--- src/rtl/crypto_pkg.sv ---
// Shared definitions for the crypto region sequencer: register decode,
// CTRL/STATUS bit positions, FSM state encoding and the address decoder.
package crypto_pkg;

    localparam int DW_DEFAULT = 10;

    // Address bit that selects each register inside the region.
    localparam int ADDR_KEY_BIT    = 2;
    localparam int ADDR_DATA_BIT   = 3;
    localparam int ADDR_CTRL_BIT   = 4;
    localparam int ADDR_STATUS_BIT = 5;

    // Byte offsets inside the region and the bits that take part in decode.
    localparam logic [5:0] OFF_KEY       = 6'(1 << ADDR_KEY_BIT);
    localparam logic [5:0] OFF_DATA      = 6'(1 << ADDR_DATA_BIT);
    localparam logic [5:0] OFF_CTRL      = 6'(1 << ADDR_CTRL_BIT);
    localparam logic [5:0] OFF_STATUS    = 6'(1 << ADDR_STATUS_BIT);
    localparam logic [5:0] ADDR_DEC_MASK = 6'h3C;

    // CTRL register fields.
    localparam int CTRL_START_BIT   = 0;
    localparam int CTRL_AUTOKEY_BIT = 1;

    // STATUS register fields.
    localparam int STAT_DONE_BIT = 0;
    localparam int STAT_KEYV_BIT = 1;
    localparam int STAT_BUSY_BIT = 2;
    localparam int STAT_ERR_BIT  = 3;

    typedef enum logic [1:0] {
        ST_IDLE   = 2'd0,
        ST_KEYGEN = 2'd1,
        ST_START  = 2'd2,
        ST_WAIT   = 2'd3
    } crypto_state_e;

    typedef enum logic [2:0] {
        REG_NONE   = 3'd0,
        REG_KEY    = 3'd1,
        REG_DATA   = 3'd2,
        REG_CTRL   = 3'd3,
        REG_STATUS = 3'd4
    } reg_sel_e;

    // One-hot register decode; anything other than exactly one decode bit
    // (or a deselected region) maps to no register.
    function automatic reg_sel_e decode_reg(input logic sel, input logic [5:0] addr);
        reg_sel_e r_sel;
        r_sel = REG_NONE;
        if (!sel) begin
            r_sel = REG_NONE;
        end else begin
            case (addr & ADDR_DEC_MASK)
                OFF_KEY:    r_sel = REG_KEY;
                OFF_DATA:   r_sel = REG_DATA;
                OFF_CTRL:   r_sel = REG_CTRL;
                OFF_STATUS: r_sel = REG_STATUS;
                default:    r_sel = REG_NONE;
            endcase
        end
        return r_sel;
    endfunction

endpackage

--- src/rtl/crypto_ctrl.sv ---
// Memory-mapped sequencer between the CPU data bus and the TRNG / AES
// datapaths: fetches a key, latches plaintext, pulses the AES start,
// captures ciphertext and reports busy/done/err, with a watchdog that
// aborts a hung datapath.
module crypto_ctrl
    import crypto_pkg::*;
#(
    parameter int DW      = DW_DEFAULT,
    parameter int TIMEOUT = 1024
) (
    input  logic          clk,
    input  logic          reset,
    input  logic          sel,
    input  logic [5:0]    addr,
    input  logic          we,
    input  logic [31:0]   wdata,
    output logic [31:0]   rdata,
    input  logic [DW-1:0] trng_out,
    input  logic          trng_ready,
    output logic          aes_start,
    output logic [DW-1:0] aes_pt,
    output logic [DW-1:0] aes_key,
    input  logic [DW-1:0] aes_ct,
    input  logic          aes_ready,
    output logic          done
);

    localparam int             WDW     = $clog2(TIMEOUT + 1);
    localparam logic [WDW-1:0] WD_ZERO = {WDW{1'b0}};
    localparam logic [WDW-1:0] WD_ONE  = WDW'(1);
    localparam logic [WDW-1:0] WD_MAX  = WDW'(TIMEOUT);
    // The watchdog fires on the edge at which the count would reach TIMEOUT,
    // so a datapath gets exactly TIMEOUT cycles in KEYGEN or WAIT.
    localparam logic [WDW-1:0] WD_LAST = WDW'(TIMEOUT - 1);

    crypto_state_e  r_state;
    crypto_state_e  w_next;

    logic [DW-1:0]  r_key;
    logic [DW-1:0]  r_pt;
    logic [DW-1:0]  r_ct;
    logic           r_key_valid;
    logic           r_autokey;
    logic           r_done;
    logic           r_err;
    logic           r_pending;
    logic           r_aes_start;
    logic [WDW-1:0] r_wd;

    reg_sel_e       w_reg;
    logic           w_busy;
    logic           w_wr_key;
    logic           w_wr_data;
    logic           w_wr_ctrl;
    logic           w_wr_status;
    logic           w_cfg_wr;
    logic           w_cfg_reject;
    logic           w_start_req;
    logic           w_need_key;
    logic           w_wd_expire;
    logic           w_wait_armed;
    logic           w_unused_wdata;

    // FSM output strobes
    logic           w_key_capture;
    logic           w_ct_capture;
    logic           w_trng_timeout;
    logic           w_aes_timeout;
    logic           w_pending_set;
    logic           w_wd_clear;
    logic           w_wd_run;

    assign w_reg        = decode_reg(sel, addr);
    assign w_busy       = (r_state != ST_IDLE);
    assign w_wr_key     = we && (w_reg == REG_KEY);
    assign w_wr_data    = we && (w_reg == REG_DATA);
    assign w_wr_ctrl    = we && (w_reg == REG_CTRL);
    assign w_wr_status  = we && (w_reg == REG_STATUS);
    assign w_cfg_wr     = w_wr_key || w_wr_data || w_wr_ctrl;
    assign w_cfg_reject = w_cfg_wr && w_busy;
    assign w_start_req  = w_wr_ctrl && !w_busy && wdata[CTRL_START_BIT];
    // The autokey bit of the same write decides whether this start refreshes the key.
    assign w_need_key   = wdata[CTRL_AUTOKEY_BIT] || !r_key_valid;
    assign w_wd_expire  = (r_wd >= WD_LAST);
    // The watchdog is zero only in the first cycle of WAIT; that cycle ignores aes_ready.
    assign w_wait_armed = (r_wd != WD_ZERO);

    assign w_unused_wdata = ^wdata[31:DW];

    assign aes_start = r_aes_start;
    assign aes_pt    = r_pt;
    assign aes_key   = r_key;
    assign done      = r_done;

    // FSM state register
    always_ff @(posedge clk) begin
        if (!reset) begin
            r_state <= ST_IDLE;
        end else begin
            r_state <= w_next;
        end
    end

    // FSM next-state logic
    always_comb begin
        w_next = r_state;
        case (r_state)
            ST_IDLE: begin
                if (w_wr_key) begin
                    w_next = ST_KEYGEN;
                end else if (w_start_req) begin
                    w_next = w_need_key ? ST_KEYGEN : ST_START;
                end else begin
                    w_next = ST_IDLE;
                end
            end
            ST_KEYGEN: begin
                if (trng_ready) begin
                    w_next = r_pending ? ST_START : ST_IDLE;
                end else if (w_wd_expire) begin
                    w_next = ST_IDLE;
                end else begin
                    w_next = ST_KEYGEN;
                end
            end
            ST_START: begin
                w_next = ST_WAIT;
            end
            ST_WAIT: begin
                if (w_wait_armed && aes_ready) begin
                    w_next = ST_IDLE;
                end else if (w_wd_expire) begin
                    w_next = ST_IDLE;
                end else begin
                    w_next = ST_WAIT;
                end
            end
            default: begin
                w_next = ST_IDLE;
            end
        endcase
    end

    // FSM output decode: capture, timeout and pending strobes
    always_comb begin
        w_key_capture  = 1'b0;
        w_ct_capture   = 1'b0;
        w_trng_timeout = 1'b0;
        w_aes_timeout  = 1'b0;
        w_pending_set  = 1'b0;
        case (r_state)
            ST_IDLE: begin
                if (w_start_req && w_need_key) begin
                    w_pending_set = 1'b1;
                end else begin
                    w_pending_set = 1'b0;
                end
            end
            ST_KEYGEN: begin
                if (trng_ready) begin
                    w_key_capture = 1'b1;
                end else if (w_wd_expire) begin
                    w_trng_timeout = 1'b1;
                end else begin
                    w_key_capture = 1'b0;
                end
            end
            ST_START: begin
                w_key_capture = 1'b0;
            end
            ST_WAIT: begin
                if (w_wait_armed && aes_ready) begin
                    w_ct_capture = 1'b1;
                end else if (w_wd_expire) begin
                    w_aes_timeout = 1'b1;
                end else begin
                    w_ct_capture = 1'b0;
                end
            end
            default: begin
                w_key_capture = 1'b0;
            end
        endcase
    end

    assign w_wd_clear = ((w_next == ST_KEYGEN) && (r_state != ST_KEYGEN)) ||
                        ((w_next == ST_WAIT)   && (r_state != ST_WAIT));
    assign w_wd_run   = (r_state == ST_KEYGEN) || (r_state == ST_WAIT);

    // Watchdog: restarts on entry to KEYGEN/WAIT and saturates at TIMEOUT
    always_ff @(posedge clk) begin
        if (!reset) begin
            r_wd <= WD_ZERO;
        end else if (w_wd_clear) begin
            r_wd <= WD_ZERO;
        end else if (w_wd_run && (r_wd != WD_MAX)) begin
            r_wd <= r_wd + WD_ONE;
        end else begin
            r_wd <= r_wd;
        end
    end

    // CPU-written configuration: plaintext and autokey, only accepted while idle
    always_ff @(posedge clk) begin
        if (!reset) begin
            r_pt      <= {DW{1'b0}};
            r_autokey <= 1'b0;
        end else begin
            if (w_wr_data && !w_busy) begin
                r_pt <= wdata[DW-1:0];
            end
            if (w_wr_ctrl && !w_busy) begin
                r_autokey <= wdata[CTRL_AUTOKEY_BIT];
            end
        end
    end

    // Key register and its validity; a TRNG timeout invalidates the old key
    always_ff @(posedge clk) begin
        if (!reset) begin
            r_key       <= {DW{1'b0}};
            r_key_valid <= 1'b0;
        end else if (w_key_capture) begin
            r_key       <= trng_out;
            r_key_valid <= 1'b1;
        end else if (w_trng_timeout) begin
            r_key_valid <= 1'b0;
        end
    end

    // Start request remembered across KEYGEN
    always_ff @(posedge clk) begin
        if (!reset) begin
            r_pending <= 1'b0;
        end else if (w_pending_set) begin
            r_pending <= 1'b1;
        end else if ((r_state == ST_KEYGEN) && (w_next != ST_KEYGEN)) begin
            r_pending <= 1'b0;
        end
    end

    // Ciphertext capture
    always_ff @(posedge clk) begin
        if (!reset) begin
            r_ct <= {DW{1'b0}};
        end else if (w_ct_capture) begin
            r_ct <= aes_ct;
        end
    end

    // Sticky done: completion beats a same-edge STATUS clear; a new START clears it
    always_ff @(posedge clk) begin
        if (!reset) begin
            r_done <= 1'b0;
        end else if (w_ct_capture) begin
            r_done <= 1'b1;
        end else if (w_next == ST_START) begin
            r_done <= 1'b0;
        end else if (w_wr_status) begin
            r_done <= 1'b0;
        end
    end

    // Sticky error: watchdog expiry or configuration write while busy
    always_ff @(posedge clk) begin
        if (!reset) begin
            r_err <= 1'b0;
        end else if (w_trng_timeout || w_aes_timeout || w_cfg_reject) begin
            r_err <= 1'b1;
        end else if (w_wr_status) begin
            r_err <= 1'b0;
        end
    end

    // AES start pulse, registered so it is high exactly during the START cycle
    always_ff @(posedge clk) begin
        if (!reset) begin
            r_aes_start <= 1'b0;
        end else begin
            r_aes_start <= (w_next == ST_START);
        end
    end

    // Zero-latency register readback
    always_comb begin
        rdata = 32'h0000_0000;
        case (w_reg)
            REG_KEY:    rdata = {{(31 - DW){1'b0}}, r_key_valid, r_key};
            REG_DATA:   rdata = {{(32 - DW){1'b0}}, r_ct};
            REG_CTRL:   rdata = {30'b0, r_autokey, 1'b0};
            REG_STATUS: rdata = {28'b0, r_err, w_busy, r_key_valid, r_done};
            default:    rdata = 32'h0000_0000;
        endcase
    end

endmodule

--- config.mk ---
export PLATFORM = sky130hd
export DESIGN_NAME = crypto_ctrl
export DESIGN_NICKNAME = d
export VERILOG_FILES = /design/src/rtl/crypto_pkg.sv /design/src/rtl/crypto_ctrl.sv
export SDC_FILE = /design/constraint.sdc
export NUM_CORES = 1
export LEC_CHECK = 0
export ABC_AREA = 1
export ABC_CLOCK_PERIOD_IN_PS = 1700
export BUFFER_PORTS_ARGS = -buffer_cell sky130_fd_sc_hd__buf_2
export CAP_MARGIN = 25
export CORE_ASPECT_RATIO = 1.1
export CORE_MARGIN = 2
export CORE_UTILIZATION = 42
export CTS_CLUSTER_SIZE = 16
export DETAILED_ROUTE_END_ITERATION = 6
export HOLD_SLACK_MARGIN = 0.1
export PLACE_DENSITY = 0.84
export SETUP_SLACK_MARGIN = 0.15
export SLEW_MARGIN = 40
export SYNTH_ARGS = -nofsm -noshare
export SYNTH_HDL_FRONTEND = slang
export SYNTH_SLANG_ARGS = --single-unit
--- constraint.sdc ---
create_clock -name clk -period 1.7 [get_ports clk]
set_input_delay 0.085 -clock clk [delete_from_list [all_inputs] [get_ports clk]]
set_output_delay 0.085 -clock clk [all_outputs]
set_load 0.02 [all_outputs]
==> results of run 1 <==
==> worst paths after layout <==
path                            cells past startpoint  slack, ns      end
worst min-delay path                                3       0.20    r_err
worst max register to register                     14      -0.06  r_wd[1]
worst min register to register                      2       0.46  r_ct[1]
worst max-delay path                               14      -0.06  r_wd[1]
==> timing repair <==
| item | in CTS | in global routing |
|---|---|---|
| pin swaps | 1 | 7 |
| hold endpoints to repair | 31 | 0 |
| gates cloned | 0 | 2 |
| gates resized for setup | 8 | 31 |
| setup buffers | 1 | 1 |
| setup endpoints to repair | 20 | 40 |
| hold buffers | 30 | 0 |
==> Yosys cell counts <==
cell type                  instances  area share (%)
sky130_fd_sc_hd__nand2_4           2            0.87
sky130_fd_sc_hd__nand3_1          15             2.9
sky130_fd_sc_hd__nand2_1          37             5.4
sky130_fd_sc_hd__inv_1            47             6.9
sky130_fd_sc_hd__a22oi_1           3            0.87
sky130_fd_sc_hd__nand4_2           1            0.49
sky130_fd_sc_hd__o22ai_1           6             1.5
sky130_fd_sc_hd__nor2_1           48             7.0
sky130_fd_sc_hd__inv_2             6            0.87
sky130_fd_sc_hd__nand3_2           2            0.78
sky130_fd_sc_hd__conb_1            1            0.15
sky130_fd_sc_hd__a21oi_2           1            0.34
sky130_fd_sc_hd__xnor2_1           1            0.34
sky130_fd_sc_hd__a31oi_1           1            0.24
sky130_fd_sc_hd__o221ai_1          1            0.34
sky130_fd_sc_hd__o21ai_1          10             1.9
sky130_fd_sc_hd__nand4_1           4            0.97
sky130_fd_sc_hd__xor2_1            8             2.7
sky130_fd_sc_hd__dfxtp_1          49              38
sky130_fd_sc_hd__and2_1            1            0.24
sky130_fd_sc_hd__clkinv_1          1            0.15
sky130_fd_sc_hd__a41oi_1           1            0.34
sky130_fd_sc_hd__o21ai_0          26             5.1
sky130_fd_sc_hd__nor2_4            6             2.6
sky130_fd_sc_hd__a21oi_1          21             4.1
sky130_fd_sc_hd__nand2_2           5             1.2
sky130_fd_sc_hd__nor3_1            6             1.2
sky130_fd_sc_hd__nor2_2           15             3.6
sky130_fd_sc_hd__buf_6             1            0.44
sky130_fd_sc_hd__buf_4            22             6.4
sky130_fd_sc_hd__ha_1              2            0.97
sky130_fd_sc_hd__clkbuf_1          7             1.0
==> sequential cells by signal (all words and copies together), names as in the netlist <==
name         count
r_pending        1
r_state          2
aes_key         10
r_key_valid      1
aes_start        1
r_err            1
aes_pt          10
r_ct            10
r_wd            11
r_autokey        1
done             1
==> cells by family after synthesis <==
| kind of cell | count (synthesis) |
|---|---|
| buffers and inverters | 84 |
| flip-flops | 49 |
| AND/OR/NAND/NOR | 142 |
| other | 1 |
| XOR/XNOR | 9 |
| AO/OA/AOI/OAI | 70 |
| adder cells (fa/ha/maj) | 2 |
==> layout make-up <==
type / instances / share of cell area (%)
clock buffer: 5 / 1.889
clock inverter: 3 / 1.786
inverter: 54 / 5.769
multi-input combinational: 244 / 37.50
sequential: 49 / 27.40
tap: 77 / 2.644
timing repair buffer: 118 / 22.60
timing repair inverter: 2 / 0.4121
==> per-stage QoR <==
step,setup WS [ns],setup TNS (ns),area (µm²)
3_3_place_gp,0.01410,0,3064
6_report,-0.06105,-0.5247,3643
2_1_floorplan,0.1493,0,2671
5_1_grt,-0.1716,-1.650,3643
4_1_cts,-0.03100,-0.1753,3527
3_5_place_dp,-0.04870,-0.3754,3064
==> metal layers <==
| layer | GRT usage [%] | vias to the layer above |
|---|---|---|
| met4 | 8.772 | 0 |
| li1 | - | 1329 |
| met2 | 38.85 | 111 |
| met3 | 4.316 | 19 |
| met1 | 22.04 | 1267 |
| met5 | 0 | - |
==> power by group through the flow <==
stage	logic, W	clock network, W	registers (W)
finish	0.000326	0.000984	0.00117
global route	0.000351	0.00105	0.00117
CTS	0.000306	0.00100	0.00117
detailed placement	0.000249	0	0.00120
global placement	0.000244	0	0.00120
floorplan	0.000173	0	0.00121
==> worst register-to-register path: stages (launching register included) <==
cell                      delay (ns)
sky130_fd_sc_hd__dfxtp_4        0.37
sky130_fd_sc_hd__ha_4           0.16
sky130_fd_sc_hd__inv_2          0.07
sky130_fd_sc_hd__nor2_2         0.05
sky130_fd_sc_hd__nand2_2        0.09
sky130_fd_sc_hd__nor2_4         0.06
sky130_fd_sc_hd__nor2_4         0.16
sky130_fd_sc_hd__nand2_1        0.07
sky130_fd_sc_hd__nand2_1        0.08
sky130_fd_sc_hd__nand2_2        0.05
sky130_fd_sc_hd__a21oi_2        0.14
sky130_fd_sc_hd__nand2_1        0.07
sky130_fd_sc_hd__nand2_2        0.11
sky130_fd_sc_hd__buf_12         0.14
sky130_fd_sc_hd__nor2_2         0.03
==> qor.tcl, run 1 <==
set qor(status) {finished, violations left}
set qor(violated_checks) {setup timing}
set qor(clock_path_buffers) 2
set qor(power_switching_share_pct) 24.04
set qor(worstSetupEndpointType) {flip-flop}
set qor(synth-xor-area-share_pct) 3.061
set qor(internal-power_w) 0.001881
set qor(remaining_drc_errors) 0
set qor(area_delta_synth_final_pct) 41.50
set qor(post_layout_nonfiller_instances) 552
set qor(routed_wirelength_um) 7326
set qor(crit_path_max_incr_delay_ns) 0.37
set qor(yosys_register_bits) 49
set qor(worst-endpoint-required_ns) 1.90
set qor(skew_pair_late_insertion_delay_ns) 0.30
set qor(post-place-cells) 510
set qor(ys.warnings.count) 0
set qor(synth.mux.area_fraction_pct) 0
set qor(via_count) 2726
set qor(met3_wl_um) 457
set qor(synthesis.instances) 357
set qor(r2r_path_start) {r_wd[0]}
set qor(cp_cell_sequence) {ha_4, inv_2, nor2_2, nand2_2, nor2_4, nor2_4, nand2_1, nand2_1, nand2_2, a21oi_2, nand2_1, nand2_2, buf_12, nor2_2}
set qor(gr_usage_total_pct) 20.63
set qor(clock_sinks) 49
set qor(floorplan.die_area_um2) 6774
set qor(synth_seq_area_share_pct) 38.10
set qor(final_common_cell) {sky130_fd_sc_hd__buf_2}
set qor(syn_avg_cell_area_um2) 7.213
set qor(p_clk_share_pct) 39.8
set qor(maxCapViolations) 0
set qor(routed-wl-met2_um) 3909
set qor(final_period_demand_of_the_worst_path_ns) 1.761
set qor(timing.critical_path.from) {r_wd[0]}
set qor(setup_repair_after_global_routing_missed_its_margin) {yes}
set qor(post_synth_fa_ha_maj_area_fraction_pct) 0.9718
set qor(p_seq_share_pct) 47.1
set qor(fin_crit_sh_pct) 103.6
set qor(numCtsBuffers) 5
set qor(count_of_antenna_violating_nets_left_after_detailed_routing) 0
set qor(post-route-worst-setup-slack_ns) -0.06105
set qor(total_power_w) 0.002476
set qor(powerDensity_nw_per_um2) 679.6
set qor(timing_worst_setup_path_type) {reg -> reg}
set qor(hold_start) {we}
set qor(cpLargestDelayFamily) {simple AND/OR/NAND/NOR gates}
set qor(holdWs_ns) 0.2007
set qor(clkSlewWorstSetupHoldPaths_ns) 0.09
set qor(min_path_type) {in -> reg}
set qor(nets) 540
set qor(maxClockFrequency_mhz) 567.8
set qor(gpl.final_weighted_congestion) 0.7706
set qor(placeableCoreArea_um2) 5842
set qor(hold_violations) 0
set qor(p_sw_w) 0.0005954
set qor(dr.max_layer_used) {met4}
set qor(wl_per_cell_um) 13.27
set qor(worstPathMaxFanout) 6
set qor(startpoint_type_of_the_worst_setup_path) {flip-flop}
set qor(multi_input_area_um2) 1366
set qor(portBuffers) 72
set qor(mappedNetlistArea_um2) 2575
set qor(initial_utilization_pct) 44.08
set qor(grt_remaining_overflow) 0
set qor(critical_path_arrival_ns) 1.96
set qor(grt_max_degree) 23
set qor(dp_hpwl_um) 4508
set qor(layout_common_cells) {sky130_fd_sc_hd__buf_2, sky130_fd_sc_hd__inv_1, sky130_fd_sc_hd__nor2_1, sky130_fd_sc_hd__dfxtp_1, sky130_fd_sc_hd__nand2_1}
set qor(die_w_um) 78.66
set qor(htree_num_levels) 2
set qor(synthSimpleGateAreaFrac_pct) 27.31
set qor(vdd.ir_drop.worst_uv) 643.5
set qor(share_of_the_core_filled_with_cells_pct) 62.37
set qor(antenna_cells_inserted) 0
set qor(die_h_um) 86.12
set qor(grt_antenna_before_repair) 0
set qor(rows) 29
set qor(post_synth_num_cell_types) 32
set qor(ratio_of_cells_with_drive_above_1_in_the_final_layout_pct) 34.32
set qor(post_drt_via_cell_ratio) 4.938
set qor(maxSlewViolCount) 0
set qor(root_buffer) {sky130_fd_sc_hd__clkbuf_8}
set qor(nFillCells) 464
set qor(first_pass_grt_wire_length_um) 11240
set qor(drt-pass1-iter-count) 4
set qor(synth_compound_gate_area_share_pct) 14.67
set qor(leakage_nw) 1.649
set qor(ios) 118
set qor(drt-initial-drc-count) 106
set qor(worst_clock_skew_on_the_final_layout_ns) 0.007752
set qor(clock_tree_from_tritoncts) {yes}
set qor(first_global_vias) 2619
set qor(power_frac_comb_pct) 13.2
set qor(ff_latch_area_um2) 998.5
set qor(met1_length_um) 2758
set qor(critical-path-slowest-cell) {sky130_fd_sc_hd__dfxtp_4}
set qor(main_combinational_cell_family_by_area_after_synthesis) {simple AND/OR/NAND/NOR gates}
set qor(finalSetupViolations) 11
set qor(crit_buf_inv) 2
Note: power is estimated with default switching activity, not from simulation.
==> run 2: changes to the inputs <==
--- a/config.mk
+++ b/config.mk
@@ -7,7 +7,7 @@
 export LEC_CHECK = 0
 export ABC_AREA = 1
 export ABC_CLOCK_PERIOD_IN_PS = 1700
-export BUFFER_PORTS_ARGS = -buffer_cell sky130_fd_sc_hd__buf_2
+export BUFFER_PORTS_ARGS = -buffer_cell sky130_fd_sc_hd__clkbuf_2
 export CAP_MARGIN = 25
 export CORE_ASPECT_RATIO = 1.1
 export CORE_MARGIN = 2
@@ -17,6 +17,7 @@
 export HOLD_SLACK_MARGIN = 0.1
 export PLACE_DENSITY = 0.84
 export SETUP_SLACK_MARGIN = 0.15
+export SKIP_CTS_REPAIR_TIMING = 1
 export SLEW_MARGIN = 40
 export SYNTH_ARGS = -nofsm -noshare
 export SYNTH_HDL_FRONTEND = slang
==> qor.tcl, run 2 (same netlist as run 1, synthesis figures left out) <==
set qor(status) {finished, violations left}
set qor(violated_checks) {setup timing}
set qor(grt_max_degree) 36 ;# +57%
set qor(gr_usage_total_pct) 17.74 ;# -2.9 points
set qor(leakage_nw) 1.575 ;# -4.5%
set qor(p_clk_share_pct) 37.2 ;# -2.6 points
set qor(grt_antenna_before_repair) 0 ;# unchanged
set qor(gpl.final_weighted_congestion) 0.7793 ;# +1.1%
set qor(worstSetupEndpointType) {flip-flop}
set qor(ratio_of_cells_with_drive_above_1_in_the_final_layout_pct) 34.69 ;# +0.37 points
set qor(worst_pin_slew_ns) 0.6479
set qor(post-route-worst-setup-slack_ns) -0.1048 ;# -0.04379 ns
set qor(critical_path_arrival_ns) 2.00 ;# +0.04 ns
set qor(clkSlewWorstSetupHoldPaths_ns) 0.09 ;# about the same
set qor(post-place-cells) 506 ;# -0.78%
set qor(worstPathMaxFanout) 6 ;# unchanged
set qor(post_layout_nonfiller_instances) 544 ;# -1.4%
set qor(numCtsBuffers) 5 ;# unchanged
set qor(powerDensity_nw_per_um2) 662.8 ;# -2.5%
set qor(die_w_um) 78.66 ;# unchanged
set qor(placed_area_um2) 3009 ;# -1.8%
set qor(holdWs_ns) 0.05274 ;# -0.1480 ns
set qor(root_buffer) {sky130_fd_sc_hd__clkbuf_8}
set qor(power_switching_share_pct) 25.18 ;# +1.1 points
set qor(endpoint_of_the_worst_slack_reg_to_reg_timing_path) {r_wd[1]}
set qor(final_common_cell) {sky130_fd_sc_hd__clkbuf_2}
set qor(remaining_drc_errors) 0 ;# unchanged
set qor(area_delta_synth_final_pct) 38.14
set qor(clock_tree_from_tritoncts) {yes}
set qor(drt-initial-drc-count) 72 ;# -32%
set qor(via_count) 2621 ;# -3.9%
set qor(htree_num_levels) 2 ;# unchanged
set qor(hold_violations) 0 ;# unchanged
set qor(post_drt_via_cell_ratio) 4.818 ;# -2.4%
set qor(final_period_demand_of_the_worst_path_ns) 1.805 ;# +0.04379 ns
set qor(rows) 29 ;# unchanged
set qor(placeableCoreArea_um2) 5842 ;# unchanged
set qor(die_h_um) 86.12 ;# unchanged
set qor(grt_remaining_overflow) 0 ;# unchanged
set qor(dp_hpwl_um) 4374 ;# -3.0%
set qor(share_of_the_core_filled_with_cells_pct) 60.89 ;# -1.5 points
set qor(clock_sinks) 49 ;# unchanged
set qor(p_sw_w) 0.0005937 ;# -0.27%
set qor(largest_register_ff_count) 11 ;# unchanged
set qor(reg2reg_slack_ns) -0.10 ;# -0.04 ns
set qor(r2r.worst_path.cells) 13 ;# -1
set qor(top_register) {r_wd}
set qor(portBuffers) 72 ;# unchanged
set qor(startpoint_type_of_the_worst_setup_path) {flip-flop}
set qor(layout_common_cells) {sky130_fd_sc_hd__clkbuf_2, sky130_fd_sc_hd__nor2_1, sky130_fd_sc_hd__inv_1, sky130_fd_sc_hd__dfxtp_1, sky130_fd_sc_hd__nand2_1}
set qor(nets) 532 ;# -1.5%
set qor(power_frac_comb_pct) 13.3 ;# about the same
set qor(fin_crit_sh_pct) 106.2 ;# +2.6 points
set qor(worst-endpoint-required_ns) 1.90 ;# about the same
set qor(vdd.ir_drop.worst_uv) 639.7 ;# -0.60%
set qor(first_pass_grt_wire_length_um) 9784 ;# -13%
set qor(maxCapViolations) 0 ;# unchanged
set qor(maxSlewHeadroom_pct) 56.81
set qor(r2r_path_start) {r_wd[0]}
set qor(worst_hold_path.num_cells) 3 ;# unchanged
set qor(clock_path_buffers) 2 ;# unchanged
set qor(skew_pair_late_insertion_delay_ns) 0.31 ;# about the same
set qor(timing.critical_path.from) {r_wd[0]}
set qor(ios) 118 ;# unchanged
set qor(min_path_type) {in -> reg}
set qor(p_seq_share_pct) 49.5 ;# +2.4 points
set qor(wl_per_cell_um) 13.05 ;# -1.7%
set qor(timing_worst_setup_path_type) {reg -> reg}
set qor(worst_clock_skew_on_the_final_layout_ns) 0.004677 ;# -0.003075 ns
set qor(post_layout_instance_area_um2) 3557 ;# -2.4%
set qor(drt-pass1-iter-count) 4 ;# unchanged
set qor(setup_repair_after_global_routing_missed_its_margin) {yes}
set qor(initial_utilization_pct) 44.08 ;# unchanged
set qor(maxSlewViolCount) 0 ;# unchanged
set qor(critical_path.endpoint) {r_wd[1]}
set qor(internal-power_w) 0.001764 ;# -6.2%
set qor(maxClockFrequency_mhz) 554.1 ;# -2.4%
set qor(routed_wirelength_um) 7097 ;# -3.1%
set qor(first_global_vias) 2310 ;# -12%
set qor(finalSetupViolations) 11 ;# unchanged
set qor(floorplan.die_area_um2) 6774 ;# unchanged
set qor(count_of_antenna_violating_nets_left_after_detailed_routing) 0 ;# unchanged
set qor(antenna_cells_inserted) 0 ;# unchanged
-- run 2: changes by cell type in the layout (fill, tap and decap cells not counted), moves of 3 or more --
cell,delta
sky130_fd_sc_hd__nand2_1,+3
sky130_fd_sc_hd__dlygate4sd3_1,-7
sky130_fd_sc_hd__clkbuf_2,+65
sky130_fd_sc_hd__buf_2,-69
sky130_fd_sc_hd__buf_6,+4
-- run 2: worst min-delay path by stage --
stage | startpoint | to | slack, ns
4_1_cts | trng_out[1] | aes_key[1] | -0.005
2_1_floorplan | trng_out[1] | aes_key[1] | 0.22
6_report | trng_out[8] | aes_key[8] | 0.05
3_5_place_dp | trng_out[1] | aes_key[1] | 0.31
5_1_grt | trng_out[8] | aes_key[8] | 0.11
3_3_place_gp | wdata[4] | aes_pt[4] | 0.31
-- run 2: critical path, cell delays in order (launching register included) --
cell                      delay [ns]
sky130_fd_sc_hd__dfxtp_4        0.39
sky130_fd_sc_hd__ha_4           0.14
sky130_fd_sc_hd__inv_2          0.04
sky130_fd_sc_hd__nor2_2         0.12
sky130_fd_sc_hd__nand2_2        0.09
sky130_fd_sc_hd__nor2_2         0.16
sky130_fd_sc_hd__nor2_4         0.07
sky130_fd_sc_hd__nand3_2        0.10
sky130_fd_sc_hd__nand4_2        0.11
sky130_fd_sc_hd__nand2_1        0.09
sky130_fd_sc_hd__nand2_1        0.08
sky130_fd_sc_hd__nand2_2        0.10
sky130_fd_sc_hd__buf_8          0.16
sky130_fd_sc_hd__nor2_4         0.03
-- run 2: layout make-up --
cell class	count	area [µm²]
sequential	49	997.2
clock inverter	1	30.03
fill	482	2285
multi-input combinational	244	1366
inverter	54	212.7
tap	77	96.34
timing repair buffer	109	745.7
timing repair inverter	3	22.52
clock buffer	7	86.33
-- run 2: per-layer routing --
| metal | GRT usage (%) | share of wire (%) | up-vias |
|---|---|---|---|
| met3 | 4.105 | 4.5 | 12 |
| met4 | 6.699 | 1.8 | 0 |
| met2 | 32.25 | 54 | 88 |
| li1 | - | - | 1316 |
| met1 | 20.04 | 40 | 1205 |
| met5 | 0 | 0 | - |
-- run 2: power groups by stage --
stage | Sequential (W) | Combinational [W] | Clock (W)
after detailed placement | 0.00120 | 0.000235 | 0
after global placement | 0.00120 | 0.000231 | 0
after global routing | 0.00117 | 0.000339 | 0.000917
final | 0.00117 | 0.000314 | 0.000877
after CTS | 0.00117 | 0.000237 | 0.000897
after floorplan | 0.00121 | 0.000173 | 0
-- run 2: per-stage QoR --
step	total power [W]	TNS [ns]	setup slack (ns)
final	0.002358	-0.9865	-0.1048
after global routing	0.002425	-1.752	-0.1741
after CTS	0.002304	-0.5616	-0.07102
after detailed placement	0.001431	-0.3011	-0.04702
after global placement	0.001427	0	0.01139
after floorplan	0.001381	0	0.1493
==> run 3: changes to the inputs <==
--- a/config.mk
+++ b/config.mk
@@ -5,7 +5,6 @@
 export SDC_FILE = /design/constraint.sdc
 export NUM_CORES = 1
 export LEC_CHECK = 0
-export ABC_AREA = 1
 export ABC_CLOCK_PERIOD_IN_PS = 1700
 export BUFFER_PORTS_ARGS = -buffer_cell sky130_fd_sc_hd__clkbuf_2
 export CAP_MARGIN = 25
==> qor.tcl, run 3 <==
set qor(top_register) {r_wd}
set qor(placeableCoreArea_um2) 6081 ;# +4.1%
set qor(nets) 468 ;# -12%
set qor(via_count) 2441 ;# -6.9%
set qor(min_path_type) {in -> reg}
set qor(htree_num_levels) 2 ;# unchanged
set qor(yosys_most_used_dff) {sky130_fd_sc_hd__dfxtp_1}
set qor(final_period_demand_of_the_worst_path_ns) 1.489 ;# -0.3157 ns
set qor(leakage_nw) 1.478 ;# -6.1%
set qor(hold_violations) 0 ;# unchanged
set qor(synth_common_cells) {sky130_fd_sc_hd__dfxtp_1, sky130_fd_sc_hd__nand2_1, sky130_fd_sc_hd__buf_4}
set qor(mappedNetlistArea_um2) 2594 ;# +0.73%
set qor(setup_repair_after_global_routing_missed_its_margin) {yes}
set qor(syn_avg_cell_area_um2) 8.852 ;# +23%
set qor(first_pass_grt_wire_length_um) 9970 ;# +1.9%
set qor(first_global_vias) 2259 ;# -2.2%
set qor(dp_hpwl_um) 4602 ;# +5.2%
set qor(numCtsBuffers) 5 ;# unchanged
set qor(yosys_register_bits) 49 ;# unchanged
set qor(clock_path_buffers) 2 ;# unchanged
set qor(layout_common_cells) {sky130_fd_sc_hd__clkbuf_2, sky130_fd_sc_hd__nand2_1, sky130_fd_sc_hd__dfxtp_1}
set qor(drt-initial-drc-count) 124 ;# +72%
set qor(largest_register_ff_count) 11 ;# unchanged
set qor(ratio_of_cells_with_drive_above_1_in_the_final_layout_pct) 31.09 ;# -3.6 points
set qor(worstSetupEndpointType) {output port}
set qor(drt-pass1-iter-count) 4 ;# unchanged
set qor(die_w_um) 78.93 ;# +0.34%
set qor(skew_pair_late_insertion_delay_ns) 0.30 ;# about the same
set qor(synth_seq_area_share_pct) 37.82 ;# -0.28 points
set qor(startpoint_type_of_the_worst_setup_path) {input port}
set qor(finalSetupViolations) 0 ;# -11
set qor(setup_total_negative_slack_ns) 0 ;# +0.9865 ns
set qor(post_synth_num_cell_types) 51 ;# +59%
set qor(timing_worst_setup_path_type) {in -> out}
set qor(fin_crit_sh_pct) 87.60 ;# -19 points
set qor(die_h_um) 86.42 ;# +0.35%
set qor(ios) 118 ;# unchanged
set qor(floorplan.die_area_um2) 6821 ;# +0.69%
set qor(total_power_w) 0.002193 ;# -7.0%
set qor(worstPathMaxFanout) 10 ;# +4
set qor(clock_tree_from_tritoncts) {yes}
set qor(gr_usage_total_pct) 18.33 ;# +0.59 points
set qor(asyncSetResetFlopFracSynth_pct) 0 ;# unchanged
set qor(root_buffer) {sky130_fd_sc_hd__clkbuf_8}
set qor(gpl.final_weighted_congestion) 0.8312 ;# +6.7%
set qor(clock_sinks) 49 ;# unchanged
set qor(powerDensity_nw_per_um2) 617.8 ;# -6.8%
set qor(yosys-top-cells-area) {sky130_fd_sc_hd__dfxtp_1, sky130_fd_sc_hd__buf_4, sky130_fd_sc_hd__nand2_1, sky130_fd_sc_hd__mux2i_1, sky130_fd_sc_hd__nor3b_1}
set qor(area_delta_synth_final_pct) 36.85
set qor(remaining_drc_errors) 0 ;# unchanged
set qor(worst_clock_skew_on_the_final_layout_ns) 0.004675 ;# -0.000001920 ns
set qor(maxSlewViolCount) 0 ;# unchanged
set qor(post_drt_via_cell_ratio) 5.064 ;# +5.1%
set qor(wl_per_cell_um) 14.39 ;# +10%
set qor(synth_top_area_cell) {sky130_fd_sc_hd__dfxtp_1}
set qor(critical_path_arrival_ns) 1.40 ;# -0.60 ns
set qor(grt_max_degree) 31 ;# -14%
set qor(routed_wirelength_um) 6937 ;# -2.3%
set qor(status) {finished clean}
set qor(portBuffers) 72 ;# unchanged
set qor(post-synth-top-area-fraction_pct) 37.82 ;# -0.28 points
set qor(worst_pin_slew_ns) 0.5302 ;# -0.1177 ns
set qor(rows) 30 ;# +3.4%
set qor(maxSlewHeadroom_pct) 64.65 ;# +7.8 points
set qor(count_of_antenna_violating_nets_left_after_detailed_routing) 0 ;# unchanged
set qor(maxClockFrequency_mhz) 671.5 ;# +21%
set qor(initial_utilization_pct) 42.65 ;# -1.4 points
set qor(synth_edf_count) 0 ;# unchanged
set qor(maxCapViolations) 0 ;# unchanged
set qor(vdd.ir_drop.worst_uv) 448.8 ;# -30%
set qor(synthesis.instances) 293 ;# -18%
set qor(final_common_cell) {sky130_fd_sc_hd__clkbuf_2}
set qor(ys.warnings.count) 0 ;# unchanged
set qor(grt_antenna_before_repair) 0 ;# unchanged
set qor(worst-endpoint-required_ns) 1.62 ;# -0.28 ns
set qor(yosys.cell_count.top_type) {sky130_fd_sc_hd__dfxtp_1}
set qor(antenna_cells_inserted) 0 ;# unchanged
set qor(grt_remaining_overflow) 0 ;# unchanged
set qor(clkSlewWorstSetupHoldPaths_ns) 0.08 ;# about the same
-- run 3: critical path, cell delays in order --
cell and delay [ns]:
sky130_fd_sc_hd__clkbuf_2 0.11, sky130_fd_sc_hd__nand2b_1 0.26, sky130_fd_sc_hd__nor4b_4 0.39, sky130_fd_sc_hd__buf_6 0.20
sky130_fd_sc_hd__and2_1 0.17, sky130_fd_sc_hd__clkbuf_2 0.19
-- run 3: stage by stage --
| stage | setup slack, ns | utilization, % | cell area, µm² | instances | hold slack (ns) |
|---|---|---|---|---|---|
| after floorplan | 0.1972 | - | 2669 | 313 | 0.2154 |
| after global placement | 0.1262 | 49.77 | 3027 | 443 | 0.3020 |
| after detailed placement | 0.09632 | 49.77 | 3027 | 443 | 0.3105 |
| after CTS | 0.08785 | 51.48 | 3131 | 450 | -0.007811 |
| after global routing | 0.09937 | 58.37 | 3550 | 482 | 0.1050 |
| final | 0.2108 | 58.37 | 3550 | 482 | 0.08348 |
-- run 3: routing by layer --
metal	routed length, µm	part of all wire, %	GRT usage [%]
met5	0	0	0
met4	120	1.7	6.583
met3	441	6.4	4.167
met2	3671	53	33.10
met1	2703	39	21.24
-- run 3: kinds of logic after synthesis --
kind of cell / share of synthesized area (%)
other: 0.1446
multiplexers: 4.631
AO/OA/AOI/OAI: 17.27
flip-flops: 37.82
buffers and inverters: 9.503
XOR/XNOR: 3.377
adder cells (fa/ha/maj): 0.9646
AND/OR/NAND/NOR: 26.29
-- run 3: final timing paths --
path                                  from   endpoint  slack [ns]  cells after the start
worst min-delay path              wdata[0]  aes_pt[0]        0.08                      3
worst max-delay path               addr[5]  rdata[10]        0.21                      6
worst max register to register  r_state[1]       done        0.21                      4
worst min register to register     r_ct[9]    r_ct[9]        0.46                      2
-- run 3: power by group --
part	internal, W	leakage, nW	switching [W]
clock	0.000428	0.0540	0.000377
sequential	0.00114	0.402	0.00000359
combinational	0.000112	1.02	0.000128
-- run 3: area by class of cell --
type | count | area, µm²
clock inverter | 2 | 35.03
clock buffer | 5 | 68.82
tap | 80 | 100.1
inverter | 7 | 26.28
fill | 521 | 2531
multi-input combinational | 221 | 1515
sequential | 49 | 1005
timing repair buffer | 118 | 799.5
